$ cat src/rtl/alu_pkg.sv
`default_nettype none
// ============================================================================
// Module      : alu_pkg
// Description : ALU op-code constants, sequencer state encoding and helpers
//               shared by the ALU and the wide sequencer front end.
// Revision    : 1.0 - initial release
// ============================================================================
package alu_pkg;

    localparam logic [3:0] c_op_and    = 4'd0;
    localparam logic [3:0] c_op_or     = 4'd1;
    localparam logic [3:0] c_op_add    = 4'd2;
    localparam logic [3:0] c_op_not    = 4'd5;
    localparam logic [3:0] c_op_xor    = 4'd7;
    localparam logic [3:0] c_op_lshift = 4'd8;
    localparam logic [3:0] c_op_rshift = 4'd9;

    typedef enum logic [1:0] {
        ST_IDLE  = 2'd0,
        ST_ISSUE = 2'd1,
        ST_ERR   = 2'd2,
        ST_DONE  = 2'd3
    } seq_state_t;

    // True for every code the ALU implements.
    function automatic logic op_supported(input logic [3:0] op);
        case (op)
            c_op_and, c_op_or, c_op_add, c_op_not,
            c_op_xor, c_op_lshift, c_op_rshift: return 1'b1;
            default:                            return 1'b0;
        endcase
    endfunction

    // True for codes whose flag must ripple from slice to slice.
    function automatic logic op_chained(input logic [3:0] op);
        return (op == c_op_add) || (op == c_op_lshift) || (op == c_op_rshift);
    endfunction

    // Width of a slice index; never less than one bit.
    function automatic int idx_width(input int n);
        return (n > 1) ? $clog2(n) : 1;
    endfunction

endpackage
`default_nettype wire

$ cat src/rtl/alu_slice_mux.sv
`default_nettype none
// ============================================================================
// Module      : alu_slice_mux
// Description : Reads slice i_sel of a wide vector and returns the same vector
//               with slice i_sel replaced by i_wr_slice.
// Revision    : 1.0 - initial release
// ============================================================================
module alu_slice_mux
    import alu_pkg::*;
#(
    parameter int ancho    = 4,
    parameter int palabras = 4
) (
    input  logic [ancho*palabras-1:0]      i_vec,
    input  logic [idx_width(palabras)-1:0] i_sel,
    input  logic [ancho-1:0]               i_wr_slice,
    output logic [ancho-1:0]               o_slice,
    output logic [ancho*palabras-1:0]      o_vec
);

    logic [ancho-1:0] w_slices [palabras];

    for (genvar k = 0; k < palabras; k++) begin : g_slice
        assign w_slices[k]               = i_vec[k*ancho +: ancho];
        assign o_vec[k*ancho +: ancho]   = (int'(i_sel) == k) ? i_wr_slice : w_slices[k];
    end

    assign o_slice = w_slices[i_sel];

endmodule
`default_nettype wire

$ cat src/rtl/alu_wide_sequencer.sv
`default_nettype none
// ============================================================================
// Module      : alu_wide_sequencer
// Description : Splits one wide request into ancho-bit slices, issues them to
//               a combinational ALU one per cycle with the flag chained, and
//               returns the assembled result over a response handshake.
// Revision    : 1.0 - initial release
// ============================================================================
module alu_wide_sequencer
    import alu_pkg::*;
#(
    parameter int ancho    = 4,
    parameter int palabras = 4
) (
    input  logic                      clk,
    input  logic                      rst_n,
    input  logic                      req_valid,
    output logic                      req_ready,
    input  logic [3:0]                req_op,
    input  logic [ancho*palabras-1:0] req_a,
    input  logic [ancho*palabras-1:0] req_b,
    input  logic                      req_flag,
    output logic                      resp_valid,
    input  logic                      resp_ready,
    output logic [ancho*palabras-1:0] resp_result,
    output logic                      resp_flag,
    output logic                      resp_err,
    output logic [ancho-1:0]          alu_a,
    output logic [ancho-1:0]          alu_b,
    output logic                      alu_flag_in,
    output logic [3:0]                alu_control,
    input  logic [ancho-1:0]          alu_result,
    input  logic                      alu_flags
);

    localparam int              c_w    = ancho * palabras;
    localparam int              c_iw   = idx_width(palabras);
    localparam logic [c_iw-1:0] c_last = c_iw'(palabras - 1);

    seq_state_t        r_state;
    seq_state_t        w_state_nxt;

    logic [3:0]        r_op;
    logic [c_w-1:0]    r_a;
    logic [c_w-1:0]    r_b;
    logic [c_w-1:0]    r_result;
    logic [c_iw-1:0]   r_idx;
    logic              r_flag;
    logic              r_err;
    logic [ancho-1:0]  r_alu_a;
    logic [ancho-1:0]  r_alu_b;
    logic              r_alu_flag_in;
    logic [3:0]        r_alu_control;

    logic              w_idle;
    logic              w_last;
    logic              w_chained;
    logic [3:0]        w_op_src;
    logic [c_iw-1:0]   w_idx_nxt;
    logic [c_iw-1:0]   w_nxt_sel;
    logic [c_iw-1:0]   w_cur_sel;
    logic [c_w-1:0]    w_src_a;
    logic [c_w-1:0]    w_src_b;
    logic [c_w-1:0]    w_result_wr;
    logic [ancho-1:0]  w_nxt_a;
    logic [ancho-1:0]  w_nxt_b;
    logic [ancho-1:0]  w_res_slice_unused;
    logic [c_w-1:0]    w_a_vec_unused;
    logic [c_w-1:0]    w_b_vec_unused;

    // Right shifts walk the slices from the top down.
    function automatic logic [c_iw-1:0] map_slice(input logic [c_iw-1:0] idx,
                                                  input logic [3:0]      op);
        return (op == c_op_rshift) ? (c_last - idx) : idx;
    endfunction

    // While idle the first slice is taken straight from the request so that
    // the ALU registers hold slice 0 in the very first ISSUE cycle.
    assign w_idle    = (r_state == ST_IDLE);
    assign w_last    = (r_idx == c_last);
    assign w_chained = op_chained(r_op);
    assign w_op_src  = w_idle ? req_op : r_op;
    assign w_src_a   = w_idle ? req_a  : r_a;
    assign w_src_b   = w_idle ? req_b  : r_b;
    assign w_idx_nxt = (w_idle || w_last) ? '0 : (r_idx + 1'b1);
    assign w_nxt_sel = map_slice(w_idx_nxt, w_op_src);
    assign w_cur_sel = map_slice(r_idx, r_op);

    alu_slice_mux #(.ancho(ancho), .palabras(palabras)) u_mux_a (
        .i_vec      (w_src_a),
        .i_sel      (w_nxt_sel),
        .i_wr_slice ('0),
        .o_slice    (w_nxt_a),
        .o_vec      (w_a_vec_unused)
    );

    alu_slice_mux #(.ancho(ancho), .palabras(palabras)) u_mux_b (
        .i_vec      (w_src_b),
        .i_sel      (w_nxt_sel),
        .i_wr_slice ('0),
        .o_slice    (w_nxt_b),
        .o_vec      (w_b_vec_unused)
    );

    alu_slice_mux #(.ancho(ancho), .palabras(palabras)) u_mux_res (
        .i_vec      (r_result),
        .i_sel      (w_cur_sel),
        .i_wr_slice (alu_result),
        .o_slice    (w_res_slice_unused),
        .o_vec      (w_result_wr)
    );

    // FSM state register.
    always_ff @(posedge clk or negedge rst_n) begin
        if (!rst_n) r_state <= ST_IDLE;
        else        r_state <= w_state_nxt;
    end

    // Next-state and handshake decode.
    always_comb begin
        w_state_nxt = r_state;
        req_ready   = 1'b0;
        resp_valid  = 1'b0;
        case (r_state)
            ST_IDLE: begin
                req_ready = 1'b1;
                if (req_valid) w_state_nxt = op_supported(req_op) ? ST_ISSUE : ST_ERR;
            end
            ST_ISSUE: if (w_last) w_state_nxt = ST_DONE;
            ST_ERR:   w_state_nxt = ST_DONE;
            ST_DONE: begin
                resp_valid = 1'b1;
                if (resp_ready) w_state_nxt = ST_IDLE;
            end
            default:  w_state_nxt = ST_IDLE;
        endcase
    end

    // Request latch, slice issue, result assembly and flag chaining.
    always_ff @(posedge clk or negedge rst_n) begin
        if (!rst_n) begin
            r_op          <= '0;
            r_a           <= '0;
            r_b           <= '0;
            r_result      <= '0;
            r_idx         <= '0;
            r_flag        <= 1'b0;
            r_err         <= 1'b0;
            r_alu_a       <= '0;
            r_alu_b       <= '0;
            r_alu_flag_in <= 1'b0;
            r_alu_control <= '0;
        end else begin
            case (r_state)
                ST_IDLE: if (req_valid) begin
                    r_op     <= req_op;
                    r_a      <= req_a;
                    r_b      <= req_b;
                    r_idx    <= '0;
                    r_result <= '0;
                    r_flag   <= 1'b0;
                    r_err    <= 1'b0;
                    if (op_supported(req_op)) begin
                        r_alu_a       <= w_nxt_a;
                        r_alu_b       <= w_nxt_b;
                        r_alu_flag_in <= op_chained(req_op) ? req_flag : 1'b0;
                        r_alu_control <= req_op;
                    end
                end
                ST_ISSUE: begin
                    r_result <= w_result_wr;
                    r_flag   <= w_chained ? alu_flags : 1'b0;
                    r_idx    <= w_idx_nxt;
                    if (w_last) begin
                        r_alu_a       <= '0;
                        r_alu_b       <= '0;
                        r_alu_flag_in <= 1'b0;
                        r_alu_control <= '0;
                    end else begin
                        r_alu_a       <= w_nxt_a;
                        r_alu_b       <= w_nxt_b;
                        r_alu_flag_in <= w_chained ? alu_flags : 1'b0;
                    end
                end
                ST_ERR: begin
                    r_err    <= 1'b1;
                    r_result <= '0;
                    r_flag   <= 1'b0;
                end
                default: ;
            endcase
        end
    end

    assign resp_result = r_result;
    assign resp_flag   = r_flag;
    assign resp_err    = r_err;
    assign alu_a       = r_alu_a;
    assign alu_b       = r_alu_b;
    assign alu_flag_in = r_alu_flag_in;
    assign alu_control = r_alu_control;

endmodule
`default_nettype wire

$ cat config.mk
export PLATFORM = sky130hd
export DESIGN_NAME = alu_wide_sequencer
export DESIGN_NICKNAME = d
export VERILOG_FILES = /design/src/rtl/alu_pkg.sv /design/src/rtl/alu_slice_mux.sv /design/src/rtl/alu_wide_sequencer.sv
export SDC_FILE = /design/constraint.sdc
export NUM_CORES = 1
export LEC_CHECK = 0
export ABC_AREA = 0
export CORE_ASPECT_RATIO = 0.6
export CORE_MARGIN = 3
export CORE_UTILIZATION = 50
export DETAILED_ROUTE_END_ITERATION = 7
export PLACE_DENSITY = 0.78
export SYNTH_ARGS = -nofsm -noshare
export SYNTH_HDL_FRONTEND = slang
export SYNTH_SLANG_ARGS = --single-unit
$ cat constraint.sdc
create_clock -name clk -period 3.8 [get_ports clk]
set_clock_uncertainty 0.05 [all_clocks]
set_input_delay 0.57 -clock clk [delete_from_list [all_inputs] [get_ports clk]]
set_output_delay 0.57 -clock clk [all_outputs]
set_load 0.005 [all_outputs]
---- Word-level counts from Yosys, hierarchy flattened ----
Cells that the tools add are included.
Widths: inputs -> output; s select.
cells by class
  div/mod/pow operators ................... 0
  multiply operators ...................... 0
  add/sub/neg operators ................... 3
  bitwise gates (word level) .............. 1
  shift operators ......................... 0
  order comparisons ....................... 1
  equal/unequal tests ..................... 25
  reductions and logical operators ........ 23
  muxes and demuxes ....................... 51
operators by type and width
  operator            count
  $mux 4              18
  $mux 16             3
  $pmux 16 s3         1
  $pmux 4 s2          3
  $eq 4x4->1 const B  5
  $reduce_and 3->1    6
  $bmux 4 s2          2
  $mux 2              8
  $mux 1              11
  $eq 2x2->1 const B  5
  $ne 2x1->1 const B  5
  $eq 4x2->1 const B  2
  $eq 4x3->1 const B  2
  $pmux 2 s4          1
  $reduce_and 2->1    4
  $reduce_or 7->1     1
  $ne 2x2->1 const B  3
  $logic_or 1x1->1    5
  $eq 2x1->1 const B  2
  $eq 4x1->1 const B  1
  $logic_not 2->1     2
  $logic_not 4->1     1
  $pmux 1 s2          2
  $pmux 2 s2          1
  other kinds (8)     10
storage, ports and cells
  register bits after elaboration ......... 71
  memories kept ........................... 0
  latch bits .............................. 0
  memory bits (read-only) ................. 0
  memory bits (writable) .................. 0

---- Longest topological paths before layout ----
Gate-level depths: netlist of run 1.
  word-level depth ........................ 12
  gate-level depth with buffers ........... 8
  mapped depth without buffers ............ 7

---- Cells and area by module ----
A second synthesis of run 1 with hierarchy kept.
second synthesis, totals
  cells, all modules ...................... 391
  area total of the unflattened synthesis .. 4528.1 um^2
modules (own cells, without submodules)
  module              cells each  area each (um^2)  times used  seq. area each (um^2)
  alu_wide_sequencer  313         3522.1            1           1776.7
  alu_slice_mux       26          335.3             3           0.0

---- Worst setup path before layout of run 1 ----
No wires, ideal clock.
  path type ............................... reg-to-reg
  start ................................... register r_state[0]
  end ..................................... register r_result[4] (netlist: resp_result[4])
  arrival ................................. 1.821 ns
  stages on the path, launching flop included .. 7
  setup time .............................. 0.128 ns
  period minus slack after synthesis ...... 1.999 ns
  setup slack ............................. 1.801 ns
  cells stage by stage .................... dfrtp_1 > inv_1 > ha_1 > nor2b_1 > or2_2 > a31oi_2 > mux2_1
on the way
  longest elaborated chain between the ends .. 3
  elaborated cells between the ends (all ways) .. 8
  those cells by class .................... 4 x eq/ne; 1 x mux; 3 x reduce/logical
ends and longest elaborated chain
  element                                       line                       source
  start: declaration                            alu_wide_sequencer.sv:40   seq_state_t r_state;
  start signal: assignment                      alu_wide_sequencer.sv:116  else r_state <= w_state_nxt;
  $eq 2x1->1 (tied with other cells)            alu_wide_sequencer.sv:154  case (r_state)
  $ne 2x1->1 (no line) (tied with other cells)  -
  $reduce_and 3->1 (no line)                    -
  end signal: assignment                        alu_wide_sequencer.sv:171  r_result <= w_result_wr;
  end: declaration                              alu_wide_sequencer.sv:46   logic [c_w-1:0] r_result;
Several ways; a longest one is shown, not always the timed one.
A chain may end at the register's enable or synchronous reset.

---- Worst setup path after layout of run 1 ----
  start ................................... register r_state[0]
  end ..................................... output port req_ready
on the way
  longest elaborated chain between the ends .. 2
ends and longest elaborated chain
  element           line                       source
  $logic_not 2->1   alu_wide_sequencer.sv:124  case (r_state)
  $mux 1            alu_wide_sequencer.sv:124
  end: declaration  alu_wide_sequencer.sv:18   output logic req_ready,
No other way between the ends.

==> out/metrics.yaml, run 1 <==
status:
  status: "finished clean"
finish:
  fillers: 554
  seq_area_mm2: 0.00178
  n_antenna_cell: 0
  area_growth_pct: 31.2
  multiInputGateArea_mm2: 0.00201
  nets: 479
  fin_cells: 536
  mostFrequentLayoutCell: "clkdlybuf4s50_1"
  drive_gt1_share_pct: 17.1
  mostFrequentLayoutCells: "clkdlybuf4s50_1 (77), dfrtp_1 (71), mux2_2 (35)"
setup_path:
  worstPathRequired_ns: 3.18
  path_max_fanout: 31
  crit_path_start_kind: "register"
  cp.arrival_ns: 2.20
  endpoint_kind: "output port"
  path_class: "register to output port"
clock_network:
  worst_skew_pair.late_latency_ns: 0.34
  root_buffer: "clkbuf_16"
  htreeDepth: 3
  tritoncts: "yes"
  cts_buffers: 9
  postCtsSetupBuffers: 0
  postCtsResizedCells: 0
  clockBufferDepth: 2
  clock_sinks: 71
  cts_hold_buf: 0
  clkTransAtPathRegs_ns: 0.05
drt:
  num_vias: 3213
  wl_um: 10300
  viasPerCell: 5.99
  routedWlPerCell_um: 19.2
  drt_iter0_drc: 374
  drc_errors: 0
  ant_nets: 0
  dr.pass1.iters: 5
power_and_ir_drop:
  ir_drop_uv: 495
  power_density_mw_per_mm2: 893
  p_leak_nw: 2.15
global_route:
  grt_overflow: 0
  grt_pass1_wl_um: 16900
  grt_usage_pct: 24.6
  antenna_found_initial: 0
  grt_max_degree: 39
  grt_pass1_vias: 3190
timing:
  finalMaxSlewViolations: 0
  hold_ws_ns: 0.284
  timing.fmax_mhz: 355
  fin_crit_sh_pct: 74.1
  rsz0062_at_grt: "no"
  worstMarginPinSlew_ns: 0.837
  hold_viol: 0
  tns_ns: 0
  setup_slack_ns: 0.983
  slew_headroom_pct: 44.2
  setup_viol: 0
  min_period_ns: 2.82
floorplanning:
  coreArea_mm2: 0.00742
  start_util_pct: 52.6
  ioPinCount: 79
  die_x_um: 120
  fp.dieH_um: 74.5
  rows: 24
  dieArea_mm2: 0.00894
placement:
  routabilityCongestion: 0.867
  place_inst: 520
  hpwl_um: 7300
  io_buffers: 78
  dpl_worst_slack_ns: 1.03
logic_synthesis:
  synth_cell_type_count: 60
  synthArstFlopShare_pct: 100
  synth-edff-count: 0
  synthesis.nets: 406
  syn_avg_cell_area_um2: 11.0
  synth_compound_area_share_pct: 16.4
  synth-simple-area-share_pct: 11.8
  yosys_most_used_dff: "dfrtp_1"
  yosysSeqAreaShare_pct: 45.5
  synth_top_family_by_area: "multiplexers"
  synthCells: 354
  synth_area_mm2: 0.00390
  synthXorXnorAreaFrac_pct: 0
  ys_ff_latch: 71
  synth.area.mux_share_pct: 21.2
  synth-adder-area-share_pct: 1.92
  yosysWarnings: 0
min_path:
  min_path_type: "input port to asynchronous set/reset pin"
flow_run:
  drv_cap: 0
==> worst max-delay path: stages, from the launching register on <==
cell	delay [ns]
dfrtp_1	0.42
inv_1	0.12
ha_2	0.68
clkdlybuf4s50_1	0.63
==> layout make-up <==
type / instances / area share [%]
Timing Repair Buffer: 82 / 16.0
Clock inverter: 6 / 2.59
Tap cell: 104 / 2.54
Inverter: 8 / 0.586
Multi-Input combinational cell: 255 / 39.2
Clock buffer: 10 / 4.47
Sequential cell: 71 / 34.7
==> final timing paths <==
kind,startpoint,end,slack (ns),cells past startpoint
max,r_state[0],req_ready,0.98,3
min,rst_n,resp_result[3],0.28,1
max reg2reg,r_idx[0],alu_a[0],1.04,6
min reg2reg,resp_result[0],resp_result[0],0.43,1
max in group asynchronous,rst_n,r_a[11],2.74,2
min in group clk,resp_result[0],resp_result[0],0.43,1
==> power by group <==
| group | total [mW] | switching (mW) | internal [mW] |
|---|---|---|---|
| registers | 1.38 | 0.290 | 1.09 |
| clock network | 1.02 | 0.316 | 0.706 |
| logic | 2.17 | 1.10 | 1.07 |
==> cell usage after synthesis, types with 3 or more instances <==
cell type | n | area, um^2
dfrtp_1 | 71 | 1780
mux2_2 | 35 | 394
nand2_1 | 26 | 97.6
nor2_1 | 24 | 90.1
mux2i_1 | 23 | 230
a21oi_1 | 17 | 85.1
mux2_1 | 16 | 180
o21ai_0 | 15 | 75.1
buf_2 | 13 | 65.1
o32ai_1 | 8 | 70.1
a21o_1 | 7 | 52.6
a32o_1 | 7 | 70.1
nand4_1 | 7 | 43.8
nor2b_1 | 7 | 43.8
ha_1 | 6 | 75.1
inv_1 | 6 | 22.5
and2_1 | 4 | 25.0
clkbuf_1 | 4 | 15.0
nand2b_1 | 4 | 25.0
o2bb2ai_1 | 4 | 35.0
a31oi_2 | 3 | 37.5
==> kinds of logic (layout without fill, tap and decap cells) <==
kind of cell | Yosys count | after routing
compound gates | 84 | 84
fa+ha+maj | 6 | 6
buf+inv | 28 | 106
flops | 71 | 71
mux | 75 | 75
simple gates | 90 | 90
==> through the flow <==
stage               cell area [um^2]  power (mW)  util, %
finish                          5120        4.57     69.1
global route                    5120        4.85     69.1
floorplan                       3910        2.80        -
detailed placement              4760        3.51     64.2
global placement                4760        3.41     64.2
CTS                             5120        4.57     69.1
==> flip-flops by register name, summed over array words and instances, names as in the netlist <==
register     flops
r_a             16
r_b             16
resp_result     16
alu_a            4
alu_b            4
alu_control      4
r_op             4
r_idx            2
r_state          2
alu_flag_in      1
resp_err         1
resp_flag        1
==> per-layer routing <==
layer / global-route usage (%) / vias up / routed length (um)
met5: 0 / - / 0
met4: 7.36 / 0 / 119
met3: 6.76 / 12 / 862
met2: 37.6 / 150 / 4560
met1: 34.8 / 1596 / 4750
li1: - / 1455 / -
Power figures use the tool's default switching activity.
==> inputs of run 2 (changes only) <==
clock period = 2.8 ns   (was 3.8 ns; I/O delays follow)
==> run 2 against run 1 <==
  * Sequential share of layout area shrank 0.059 points
  * Clock power grew 9%
  * Largest power group unchanged
  * Global-route usage up 0.10 points
  * Worst setup slack lost 0.71 ns
  * Cell count up 1.5%
  * Largest cell class unchanged
  * Clock-buffer cell count is 1 lower
  * Combinational power grew 40%
  * Sequential power up 34%
  * Cell area is 0.17% higher
  * Critical path depth rose by 3
==> out/metrics.yaml, run 2 (synthesized netlist as in run 1, its figures left out) <==
power_and_ir_drop:
  switching_share_pct: 38.7  # was 37.3%
  p_sw_mw: 2.32  # was 1.70 mW
  pwr-share-comb_pct: 50.7  # was 47.4%
  power_density_mw_per_mm2: 1170  # was 893 mW/mm^2
  power.total_mw: 5.99  # was 4.57 mW
  pwr-share-clk_pct: 18.5  # was 22.3%
  p_int_mw: 3.67  # was 2.87 mW
  ir_drop_uv: 497  # was 495 uV
  power_frac_seq_pct: 30.8  # was 30.3%
  p_leak_nw: 2.15  # about the same
clock_network:
  clock_sinks: 71  # unchanged
  clkTransAtPathRegs_ns: 0.06  # was 0.05 ns
  root_buffer: "clkbuf_16"  # unchanged
  tritoncts: "yes"  # unchanged
  postCtsResizedCells: 0  # unchanged
  htreeDepth: 3  # unchanged
  cts_buffers: 9  # unchanged
  worst_skew_pair.late_latency_ns: 0.34  # about the same
  clockBufferDepth: 2  # unchanged
  postCtsSetupBuffers: 0  # unchanged
finish:
  seq_area_mm2: 0.00178  # unchanged
  drive_gt1_share_pct: 18.6  # was 17.1%
  mostFrequentLayoutCell: "clkdlybuf4s50_1"  # unchanged
  n_antenna_cell: 0  # unchanged
  fin_area_mm2: 0.00513  # was 0.00512 mm^2
  nets: 488  # was 479
  finish.utilization_pct: 69.2  # was 69.1%
  multiInputGateArea_mm2: 0.00201  # unchanged
  fillers: 574  # was 554
  mostFrequentLayoutCells: "clkdlybuf4s50_1 (77), dfrtp_1 (71), mux2_2 (35)"  # unchanged
  area_growth_pct: 31.4  # was 31.2%
global_route:
  antenna_found_initial: 0  # unchanged
  grt_usage_pct: 24.7  # was 24.6%
  grt_overflow: 0  # unchanged
  grt_pass1_vias: 3272  # was 3,190
  grt_max_degree: 39  # unchanged
  grt_pass1_wl_um: 17000  # was 16,900 um
timing:
  tns_ns: 0  # unchanged
  worstMarginPinSlew_ns: 0.587  # was 0.837 ns
  timing.fmax_mhz: 396
  min_period_ns: 2.53
  slew_headroom_pct: 60.8  # was 44.2%
  finalMaxSlewViolations: 0  # unchanged
  setup_viol: 0  # unchanged
  rsz0062_at_grt: "no"  # unchanged
  hold_viol: 0  # unchanged
  fin_crit_sh_pct: 90.2
setup_path:
  cp.arrival_ns: 2.70  # was 2.20 ns
  endpoint_kind: "register"  # was output port
  crit_path_start_kind: "register"  # unchanged
  reg2reg_depth: 6  # unchanged
  path_max_fanout: 10  # was 31
  worstPathRequired_ns: 2.98  # was 3.18 ns
  path_class: "register to register"  # was register to output port
placement:
  routabilityCongestion: 0.889  # was 0.867
  placed_cell_area_mm2: 0.00483  # was 0.00476 mm^2
  io_buffers: 78  # unchanged
  hpwl_um: 7390  # was 7300 um
drt:
  ant_nets: 0  # unchanged
  routedWlPerCell_um: 19.0  # was 19.2 um
  num_vias: 3265  # was 3,213
  viasPerCell: 6.00  # was 5.99
  dr.pass1.iters: 5  # unchanged
  drt_iter0_drc: 284  # was 374
  drc_errors: 0  # unchanged
  wl_um: 10400  # was 10,300 um
floorplanning:
  ioPinCount: 79  # unchanged
  fp.dieH_um: 74.5  # unchanged
  dieArea_mm2: 0.00894  # unchanged
  die_x_um: 120  # unchanged
  start_util_pct: 52.6  # unchanged
  coreArea_mm2: 0.00742  # unchanged
  rows: 24  # unchanged
min_path:
  min_path_type: "register to register"  # was input port to asynchronous set/reset pin
  worstHoldPathCells: 1
status:
  status: "finished clean"  # unchanged
flow_run:
  drv_cap: 0  # unchanged
## run 2: changes by cell type in the layout (fill, tap and decap cells not counted)
| cell | previous run | this run |
|---|---|---|
| buf_4 | 3 | 10 |
| bufinv_16 | 4 | 1 |
| clkinvlp_4 | 1 | 3 |
| buf_12 | 1 | 2 |
| clkbuf_1 | 1 | 0 |
| clkinv_2 | 1 | 2 |
| dlygate4sd3_1 | 0 | 1 |
## run 2: layout make-up
type	instances	share of cell area (%)
multi-input combinational	255	39.1
sequential	71	34.6
timing repair buffer	91	17.6
clock buffer	9	4.39
tap	104	2.54
clock inverter	6	1.22
inverter	8	0.585
## run 2: path summary, 6_finish.rpt
path / startpoint / end / slack, ns
min in group asynchronous: rst_n / resp_result[13] / 0.52
hold / removal: resp_result[11] / resp_result[11] / 0.43
setup reg to reg: r_idx[1] / alu_b[1] / 0.27
hold reg to reg: resp_result[11] / resp_result[11] / 0.43
setup / recovery: r_idx[1] / alu_b[1] / 0.27
max in group asynchronous: rst_n / alu_a[2] / 1.57
## run 2: power by group through the flow
stage | registers [mW] | clock network [mW] | logic (mW)
global route | 1.90 | 1.17 | 3.32
global placement | 1.81 | 0 | 2.88
finish | 1.85 | 1.11 | 3.04
floorplan | 1.75 | 0 | 2.05
detailed placement | 1.84 | 0 | 3.01
CTS | 1.83 | 1.14 | 3.03
## run 2: stage by stage
step	instances	hold slack (ns)	setup WS, ns
final	544	0.431	0.273
after global routing	544	0.456	0.125
after CTS	544	0.437	0.347
after detailed placement	528	0.346	0.345
after global placement	528	0.336	0.450
after floorplan	354	0.0744	0.801
## run 2: critical path, cell delays in order, from the launching register on
cell and delay (ns):
dfrtp_1 0.48, ha_1 0.41, nand2b_1 0.40, a21oi_1 0.26
o31a_1 0.40, a21oi_1 0.13, a32o_1 0.28
## run 2: timing repair
action	4_1_cts	5_1_grt
endpoints found under the hold margin	16	0
endpoints found under the setup margin	0	0
hold buffers	1	0
## run 2: routing by layer
metal	up-vias	share of wire (%)	track usage, %
li1	1476	-	-
met1	1596	46	34.6
met2	176	43	36.8
met3	17	10	7.98
met4	0	1.3	8.12
met5	-	0	0
